==> config.mk <==
export PLATFORM = sky130hd
export DESIGN_NAME = usb_nrzi_tx_encoder
export DESIGN_NICKNAME = d
export VERILOG_FILES = /design/src/rtl/usb_nrzi_tx_encoder.sv
export SDC_FILE = /design/constraint.sdc
export NUM_CORES = 1
export LEC_CHECK = 0
export CORE_UTILIZATION = 36
export CTS_CLUSTER_SIZE = 12
export DETAILED_ROUTE_END_ITERATION = 16
export SYNTH_ARGS = -nofsm -noshare
export SYNTH_HDL_FRONTEND = slang
export SYNTH_SLANG_ARGS = --single-unit
==> constraint.sdc <==
create_clock -name i_clk -period 3.8 [get_ports i_clk]
set_input_delay 0.38 -clock i_clk [delete_from_list [all_inputs] [get_ports i_clk]]
set_output_delay 0.38 -clock i_clk [all_outputs]
set_load 0.02 [all_outputs]
==> src/rtl/usb_nrzi_tx_encoder.sv <==
// usb_nrzi_tx_encoder
//
// Transmit-side USB line encoder. It takes an NRZ bit stream (LSB-first,
// already serialised by the packet layer) over a valid/ready handshake,
// inserts a stuffed 0 after STUFF_LEN consecutive 1s, NRZI-encodes the
// result and closes the packet with an EOP: SE0 for EOP_SE0_BITS bit
// times followed by one J bit. Every state change happens only on
// i_bit_en cycles, so the line driver sees one symbol per bit strobe.
//
// Handshake: o_ready is combinational and is only ever high on a strobe
// cycle. A bit is transferred on a clock edge where i_valid & o_ready.
// The source holds i_data/i_last stable while i_valid is high until that
// transfer happens; outside o_ready cycles the inputs are ignored.
//
// Ports
//   i_clk       clock
//   i_rst_n     asynchronous active-low reset
//   i_bit_en    one-cycle bit-time strobe
//   i_data      NRZ data bit
//   i_valid     i_data/i_last valid
//   i_last      current bit is the final bit of the packet
//   o_ready     bit accepted on i_valid & o_ready (combinational)
//   o_data      NRZI line level (1 = J, 0 = K), 0 during SE0
//   o_se0       drive SE0
//   o_valid     transmitter enabled, line symbol driven
//   o_underrun  one-cycle pulse: source ran dry in the middle of a packet

module usb_nrzi_tx_encoder #(
  parameter int STUFF_LEN    = 6,
  parameter int EOP_SE0_BITS = 2
) (
  input  logic i_clk,
  input  logic i_rst_n,
  input  logic i_bit_en,
  input  logic i_data,
  input  logic i_valid,
  input  logic i_last,
  output logic o_ready,
  output logic o_data,
  output logic o_se0,
  output logic o_valid,
  output logic o_underrun
);

  localparam logic [1:0] ST_IDLE    = 2'd0;
  localparam logic [1:0] ST_DATA    = 2'd1;
  localparam logic [1:0] ST_EOP_SE0 = 2'd2;
  localparam logic [1:0] ST_EOP_J   = 2'd3;

  localparam logic [2:0] STUFF_CNT = 3'(STUFF_LEN);
  localparam logic [1:0] SE0_BITS  = 2'(EOP_SE0_BITS);

  logic [1:0] r_state;
  logic [2:0] r_ones_cnt;
  logic       r_last_seen;
  logic [1:0] r_se0_cnt;

  logic       w_stuff_due;
  logic       w_in_idle;
  logic       w_in_data;

  assign w_stuff_due = (r_ones_cnt == STUFF_CNT);
  assign w_in_idle   = (r_state == ST_IDLE);
  assign w_in_data   = (r_state == ST_DATA);

  // No input is taken on a stuff slot or once the final bit has been seen;
  // the upstream source simply keeps holding its bit.
  assign o_ready = i_bit_en & (w_in_idle | (w_in_data & ~w_stuff_due & ~r_last_seen));

  always_ff @(posedge i_clk or negedge i_rst_n) begin
    if (!i_rst_n) begin
      r_state     <= ST_IDLE;
      r_ones_cnt  <= 3'd0;
      r_last_seen <= 1'b0;
      r_se0_cnt   <= 2'd0;
      o_data      <= 1'b1;
      o_se0       <= 1'b0;
      o_valid     <= 1'b0;
      o_underrun  <= 1'b0;
    end else begin
      // Underrun is a single-cycle pulse regardless of strobe spacing.
      o_underrun <= 1'b0;
      if (i_bit_en) begin
        case (r_state)
          ST_IDLE: begin
            if (i_valid) begin
              // Line idles at J (1): a 1 holds J, a 0 toggles to K.
              o_data      <= i_data;
              o_se0       <= 1'b0;
              o_valid     <= 1'b1;
              r_ones_cnt  <= i_data ? 3'd1 : 3'd0;
              r_last_seen <= i_last;
              r_state     <= ST_DATA;
            end
          end
          ST_DATA: begin
            if (w_stuff_due) begin
              // Stuffed 0 goes out even after the final bit, before the EOP.
              o_data     <= ~o_data;
              r_ones_cnt <= 3'd0;
            end else if (r_last_seen) begin
              o_se0     <= 1'b1;
              o_data    <= 1'b0;
              r_se0_cnt <= 2'd1;
              r_state   <= ST_EOP_SE0;
            end else if (i_valid) begin
              o_data      <= i_data ? o_data : ~o_data;
              r_ones_cnt  <= i_data ? (r_ones_cnt + 3'd1) : 3'd0;
              r_last_seen <= i_last;
            end else begin
              // Source ran dry mid-packet: flag it and terminate with an EOP.
              o_underrun <= 1'b1;
              o_se0      <= 1'b1;
              o_data     <= 1'b0;
              r_se0_cnt  <= 2'd1;
              r_state    <= ST_EOP_SE0;
            end
          end
          ST_EOP_SE0: begin
            if (r_se0_cnt < SE0_BITS) begin
              r_se0_cnt <= r_se0_cnt + 2'd1;
            end else begin
              o_se0   <= 1'b0;
              o_data  <= 1'b1;
              r_state <= ST_EOP_J;
            end
          end
          ST_EOP_J: begin
            o_valid     <= 1'b0;
            o_data      <= 1'b1;
            r_ones_cnt  <= 3'd0;
            r_last_seen <= 1'b0;
            r_state     <= ST_IDLE;
          end
        endcase
      end
    end
  end

endmodule

Word-level counts from Yosys, hierarchy flattened
Cells that the tools add are included.

Bitwise operators: 7. Reduce and logical (&&, ||, !) cells: 12. Div/mod/pow operators: 0. Multiplexer cells: 43. Add/subtract/negate cells: 2. Shift-type cells: 0. Equality and inequality tests: 12. Multiply operators: 0. Magnitude comparators: 1.

Operators by type and width (count): 1-bit 2-to-1 mux (22); 2-bit 2-to-1 mux (9); 3-bit 2-to-1 mux (5); 5-bit AND reduction (3); 3-bit inequality test (second input constant) (3); 3-bit one-hot mux with 3 select lines (1); 2-bit inequality test (second input constant) (4); 2-bit one-hot mux with 4 select lines (1); 4-bit AND reduction (2); 1-bit one-hot mux with 3 select lines (2); 6-bit AND reduction (1); 3-bit nonzero test (2); 5-bit inequality test (second input constant) (1); 2-bit == test (second input constant) (2); 1-bit one-hot mux with 4 select lines (1); 2-bit one-hot mux with 2 select lines (1); 2-bit nonzero test (2); 3-bit by 1-bit adder with 3-bit output (second input constant) (1); 1-bit bitwise AND (3); 3-bit == test (second input constant) (1); 1-bit inverter (3); 3-bit AND reduction (1); 2-bit by 1-bit adder with 2-bit output (second input constant) (1); 2-bit by 1-bit == test with 1-bit output (second input constant) (1); 4 further kinds (4).

Memory bits (writable): 0. Memory bits (read-only): 0. Word-level logic and storage cells: 85. Memories kept: 0. Bits in registers: 12. Latch bits: 0. Input port bits: 6.

Logic depth before layout (Yosys ltp)
Depth in word-level cells: 6. Depth in mapped cells: 7.

Least setup slack after synthesis
OpenSTA, ideal clock, no wires.

Path kind: register to register. Start: reg r_state[0]. End: reg r_state[1]. Clock period less this slack: 1.589 ns. Stages on the path, launching flop included: 7. Setup slack: 2.211 ns. Setup time: 0.128 ns. Arrival time: 1.461 ns. Buffers on the path: 0. Required time: 3.672 ns. Path through: dfrtp_1 inv_1 ha_1 or2b_4 nand3_1 nor2_1 mux2_1.

Cells in the longest elaborated chain, start to end: 3.

RTL lines: start: declaration (line 53) `logic [1:0] r_state;`; start signal: assignment (line 72) `r_state <= ST_IDLE;`; start signal: assignment (line 93) `r_state <= ST_DATA;`; start signal: assignment (line 105) `r_state <= ST_EOP_SE0;`; 2-bit by 1-bit == test with 1-bit output (tied with other cells) (line 84) `case (r_state)`; 3-bit inequality test (no source line) / 2-bit inequality test (equally long branches); 5-bit AND reduction (no source line).

Several ways; a longest one is shown, not always the timed one. A chain may end at the register's enable or synchronous reset.

Worst setup path in the final report
Start: reg r_state[1]. End: out o_ready.

Cells in the longest elaborated chain, start to end: 5.

RTL lines: 2-bit by 1-bit == test with 1-bit output (line 64) `assign w_in_data = (r_state == ST_DATA);`; net w_in_data (line 60) `logic w_in_data;`; 1-bit bitwise AND (2 in series) (line 68) `assign o_ready = i_bit_en & (w_in_idle | (w_in_data & ~w_stuff_due & ~r_last_seen));`; 1-bit bitwise OR (line 68); 1-bit bitwise AND (line 68); end: declaration (line 38) `output logic o_ready,`.

The timed path passes the listed nets, and every way through them passes these cells.

==> report_table.html <==
<table>
<tr><th>Metric</th><th>Value</th></tr>
<tr><th colspan="2">Power and ir drop</th></tr>
<tr><td>Share of total power in sequential cells</td><td>0.319</td></tr>
<tr><td>Share of total power in the clock network</td><td>0.126</td></tr>
<tr><td>Leakage power of the design</td><td>0.4276 nW</td></tr>
<tr><td>Comb pwr share</td><td>0.555</td></tr>
<tr><td>Worst-case vdd ir drop</td><td>0.3614 mV</td></tr>
<tr><td>Switching power of the nets</td><td>0.2896 mW</td></tr>
<tr><td>Pwr/cell area</td><td>705.4 mW/mm^2</td></tr>
<tr><td>Switching Share</td><td>0.4202</td></tr>
<tr><td>Internal power component</td><td>0.3997 mW</td></tr>
<tr><th colspan="2">Critical path</th></tr>
<tr><td>Worst-path fanout max</td><td>11</td></tr>
<tr><td>Critical path capture point type</td><td>output port</td></tr>
<tr><td>Cell type group with the largest total delay on the critical path</td><td>buffers and inverters</td></tr>
<tr><td>Worst Path Arrival</td><td>2.30 ns</td></tr>
<tr><td>Cell type of the slowest stage on the worst timing path</td><td>sky130_fd_sc_hd__clkdlybuf4s50_1</td></tr>
<tr><td>Setup Crit Path Kind</td><td>register to output port</td></tr>
<tr><td>Startpoint type of the worst setup path</td><td>register</td></tr>
<tr><td>Required time at the worst-slack endpoint</td><td>3.42 ns</td></tr>
<tr><td>Max incr delay on CP</td><td>0.59 ns</td></tr>
<tr><td>CP Cell Sequence</td><td>inv_1 -&gt; ha_1 -&gt; a21bo_2 -&gt; nor2_1 -&gt; o21a_1 -&gt; clkdlybuf4s50_1</td></tr>
<tr><td>CP bufs+invs</td><td>2</td></tr>
<tr><th colspan="2">Placement</th></tr>
<tr><td>Detail Placement HPWL</td><td>1.258 mm</td></tr>
<tr><td>Number of buffers inserted by port buffering</td><td>10</td></tr>
<tr><td>Final Wtd Congestion</td><td>0.8310</td></tr>
<tr><th colspan="2">CTS</th></tr>
<tr><td>Quantity of hold-fixing buffers added after cts</td><td>0</td></tr>
<tr><td>Source-to-sink clock delay at the later pin of the worst-skew pair</td><td>0.27 ns</td></tr>
<tr><td>TritonCTS clock tree</td><td>yes</td></tr>
<tr><td>Cell at the root of the clock tree</td><td>sky130_fd_sc_hd__clkbuf_4</td></tr>
<tr><td>Post-cts gate resize count</td><td>0</td></tr>
<tr><td>TritonCTS buffer count</td><td>3</td></tr>
<tr><td>Clock-pin transition on the worst setup and hold timing paths</td><td>0.08 ns</td></tr>
<tr><td># Post-CTS Setup Buffers</td><td>0</td></tr>
<tr><td>Clock sink count</td><td>12</td></tr>
<tr><td>Bufs on Longest Clock Path</td><td>2</td></tr>
<tr><td>H-tree lvl count</td><td>1</td></tr>
<tr><th colspan="2">Route</th></tr>
<tr><td>DRC violation count after routing</td><td>0</td></tr>
<tr><td>Detail-routed net length per standard cell</td><td>13.86 um</td></tr>
<tr><td>Router iterations before antenna repair</td><td>4</td></tr>
<tr><td>Final WL</td><td>1.691 mm</td></tr>
<tr><td>Number of vias after detailed routing</td><td>665</td></tr>
<tr><td>Detailed router's first-iteration violation count</td><td>3</td></tr>
<tr><td>Routed Antenna Nets</td><td>0</td></tr>
<tr><td>Via/cell ratio</td><td>5.451</td></tr>
<tr><th colspan="2">Timing</th></tr>
<tr><td>Peak clock frequency supported by timing</td><td>0.3735 GHz</td></tr>
<tr><td>Setup repair after global routing missed its margin</td><td>no</td></tr>
<tr><td>Time the worst path needs with I/O delays and setup</td><td>2.677 ns</td></tr>
<tr><td>Final total negative setup slack</td><td>0 ns</td></tr>
<tr><td>Final number of max-transition violations</td><td>0</td></tr>
<tr><td>Normalized max-slew margin</td><td>0.6253</td></tr>
<tr><td>Post-Route Skew</td><td>0.004010 ns</td></tr>
<tr><td>Hold Worst Slack</td><td>0.4600 ns</td></tr>
<tr><td>Crit share post-route</td><td>0.7045</td></tr>
<tr><td>Pin slew with the least headroom to its limit</td><td>0.5604 ns</td></tr>
<tr><td>Final setup vio count</td><td>0</td></tr>
<tr><td>Number of failing hold endpoints at the final stage</td><td>0</td></tr>
<tr><th colspan="2">Die</th></tr>
<tr><td>Die Wd</td><td>49.93 um</td></tr>
<tr><td>Site row count</td><td>16</td></tr>
<tr><td>Initial core utilization</td><td>0.4011</td></tr>
<tr><td>Number of top-level pins</td><td>11</td></tr>
<tr><td>Placeable Area</td><td>0.002062 mm^2</td></tr>
<tr><td>Die height</td><td>49.93 um</td></tr>
<tr><td>Die outline area</td><td>0.002493 mm^2</td></tr>
<tr><th colspan="2">Hold path</th></tr>
<tr><td>Path class of the lowest-slack min-delay path</td><td>input pin to async pin</td></tr>
<tr><th colspan="2">Global route</th></tr>
<tr><td>Global-route usage over all layers</td><td>0.1579</td></tr>
<tr><td>Total overflow reported by the global router</td><td>0</td></tr>
<tr><td>Maximum number of pins on one net before global-route repair</td><td>13</td></tr>
<tr><td>Initial antenna violation count</td><td>0</td></tr>
<tr><td>Global-route wire length before repair</td><td>2.932 mm</td></tr>
<tr><td>Number of global-route vias before repair</td><td>622</td></tr>
<tr><th colspan="2">Cells and area</th></tr>
<tr><td>Number of nets in the final layout</td><td>110</td></tr>
<tr><td>Most common library cell in the layout ignoring fill and taps</td><td>sky130_fd_sc_hd__dfrtp_1</td></tr>
<tr><td>Proportion of layout cells with a drive suffix above 1</td><td>0.1053</td></tr>
<tr><td>Area growth syn-to-layout</td><td>18.15%</td></tr>
<tr><td>Top library cells by usage in the layout, fill and taps aside</td><td>sky130_fd_sc_hd__dfrtp_1 (11), sky130_fd_sc_hd__clkdlybuf4s50_1 (10), sky130_fd_sc_hd__ha_1 (8)</td></tr>
<tr><td>Diodes inserted</td><td>0</td></tr>
<tr><th colspan="2">Synthesis</th></tr>
<tr><td>Sequential area share after synthesis</td><td>0.3646</td></tr>
<tr><td>Average cell area after synthesis</td><td>9.964 um^2</td></tr>
<tr><td>Syn Inst Count</td><td>83</td></tr>
<tr><td>Count of state elements after synthesis</td><td>12</td></tr>
<tr><td>Post-synthesis net count</td><td>97</td></tr>
<tr><td>Summed instance area of the synthesized netlist</td><td>827.0 um^2</td></tr>
<tr><td>Yosys warns</td><td>0</td></tr>
<tr><td>Number of unique standard cell types used by synthesis</td><td>37</td></tr>
<tr><th colspan="2">Job</th></tr>
<tr><td>Max-Cap Viols</td><td>0</td></tr>
<tr><th colspan="2">Outcome</th></tr>
<tr><td>Result of the run</td><td>complete, no violations</td></tr>
</table>
## cells in the mapped netlist
cell | instances | area [um^2]
sky130_fd_sc_hd__nor4b_1 | 1 | 8.760
sky130_fd_sc_hd__inv_1 | 6 | 22.52
sky130_fd_sc_hd__o32ai_1 | 1 | 8.760
sky130_fd_sc_hd__a21oi_1 | 2 | 10.01
sky130_fd_sc_hd__dfrtp_1 | 11 | 275.3
sky130_fd_sc_hd__o41ai_2 | 1 | 16.27
sky130_fd_sc_hd__or2b_4 | 1 | 11.26
sky130_fd_sc_hd__o21ai_1 | 4 | 20.02
sky130_fd_sc_hd__o32a_1 | 1 | 10.01
sky130_fd_sc_hd__nand2_1 | 5 | 18.77
sky130_fd_sc_hd__and2_1 | 1 | 6.260
sky130_fd_sc_hd__o2111ai_1 | 1 | 8.760
sky130_fd_sc_hd__nand2b_1 | 1 | 6.260
sky130_fd_sc_hd__nor2b_1 | 3 | 18.77
sky130_fd_sc_hd__o21ai_0 | 3 | 15.01
sky130_fd_sc_hd__and3b_1 | 1 | 8.760
sky130_fd_sc_hd__nand2b_2 | 1 | 8.760
sky130_fd_sc_hd__buf_2 | 2 | 10.01
sky130_fd_sc_hd__a31oi_1 | 1 | 6.260
sky130_fd_sc_hd__nand3b_1 | 1 | 7.510
sky130_fd_sc_hd__dfstp_2 | 1 | 26.28
sky130_fd_sc_hd__nand3b_4 | 1 | 20.02
sky130_fd_sc_hd__mux2_1 | 2 | 22.52
sky130_fd_sc_hd__a32o_1 | 3 | 30.03
sky130_fd_sc_hd__nand3_1 | 2 | 10.01
sky130_fd_sc_hd__o21a_1 | 1 | 7.510
sky130_fd_sc_hd__o311a_1 | 1 | 10.01
sky130_fd_sc_hd__mux2i_1 | 1 | 10.01
sky130_fd_sc_hd__a21bo_2 | 1 | 10.01
sky130_fd_sc_hd__nor2_1 | 5 | 18.77
sky130_fd_sc_hd__nor3_1 | 3 | 15.01
sky130_fd_sc_hd__ha_1 | 8 | 100.1
sky130_fd_sc_hd__o22ai_1 | 1 | 6.260
sky130_fd_sc_hd__nand4_1 | 1 | 6.260
sky130_fd_sc_hd__a211oi_1 | 1 | 7.510
sky130_fd_sc_hd__a22o_1 | 2 | 17.52
sky130_fd_sc_hd__a21boi_2 | 1 | 11.26
## state kept, by name, indices dropped and copies added (netlist names)
signal and cells:
o_valid 1, r_se0_cnt 2, o_underrun 1, r_last_seen 1
r_state 2, o_se0 1, o_data 1, r_ones_cnt 3
## area by class of cell
type                            count  area, um^2
Clock buffer                        4       26.28
Tap cell                           27       33.78
Multi-Input combinational cell     63       493.0
Inverter                            6       22.52
Sequential cell                    12       301.5
Fill cell                         204        1085
Timing Repair Buffer               10       100.1
## power by group through the flow
| stage | sequential, mW | clock [mW] | combinational, mW |
|---|---|---|---|
| after floorplan | 0.236 | 0 | 0.261 |
| after global placement | 0.222 | 0 | 0.382 |
| after detailed placement | 0.223 | 0 | 0.384 |
| after CTS | 0.220 | 0.0897 | 0.386 |
| after global routing | 0.231 | 0.0937 | 0.429 |
| final | 0.220 | 0.0866 | 0.383 |
## metal layers
layer,share of wire,track usage
met1,0.48,0.2210
met2,0.46,0.2342
met3,0.038,0.02778
met4,0.013,0.07143
met5,0,0
## per-stage QoR
stage	area, um^2	cells	power [mW]	util	setup WS, ns
after detailed placement	950.9	118	0.6069	0.4612	1.426
after CTS	977.2	122	0.6966	0.4739	1.125
after global routing	977.2	122	0.7534	0.4739	0.9388
final	977.2	122	0.6893	0.4739	1.123
after global placement	950.9	118	0.6032	0.4612	1.498
after floorplan	827.0	83	0.4963	-	2.211
## logic make-up (layout without fill, tap and decap cells)
kind of cell,Yosys count,after routing,share of synthesized area
buf+inv,8,20,0.03933
fa+ha+maj,8,8,0.1210
flops,12,12,0.3646
compound gates,25,25,0.2360
simple gates,27,27,0.1997
mux,3,3,0.03933
## final timing paths
path / end / start / depth (start not counted) / slack [ns]
max: o_ready / r_state[1] / 6 / 1.12
min in group i_clk: o_se0 / o_se0 / 1 / 0.50
min: r_last_seen / i_rst_n / 1 / 0.46
min reg2reg: o_se0 / o_se0 / 1 / 0.50
max in group asynchronous: o_data / i_rst_n / 1 / 2.96
max reg2reg: o_data / r_state[1] / 6 / 1.98
No activity file was read; power rests on OpenSTA's default activity.
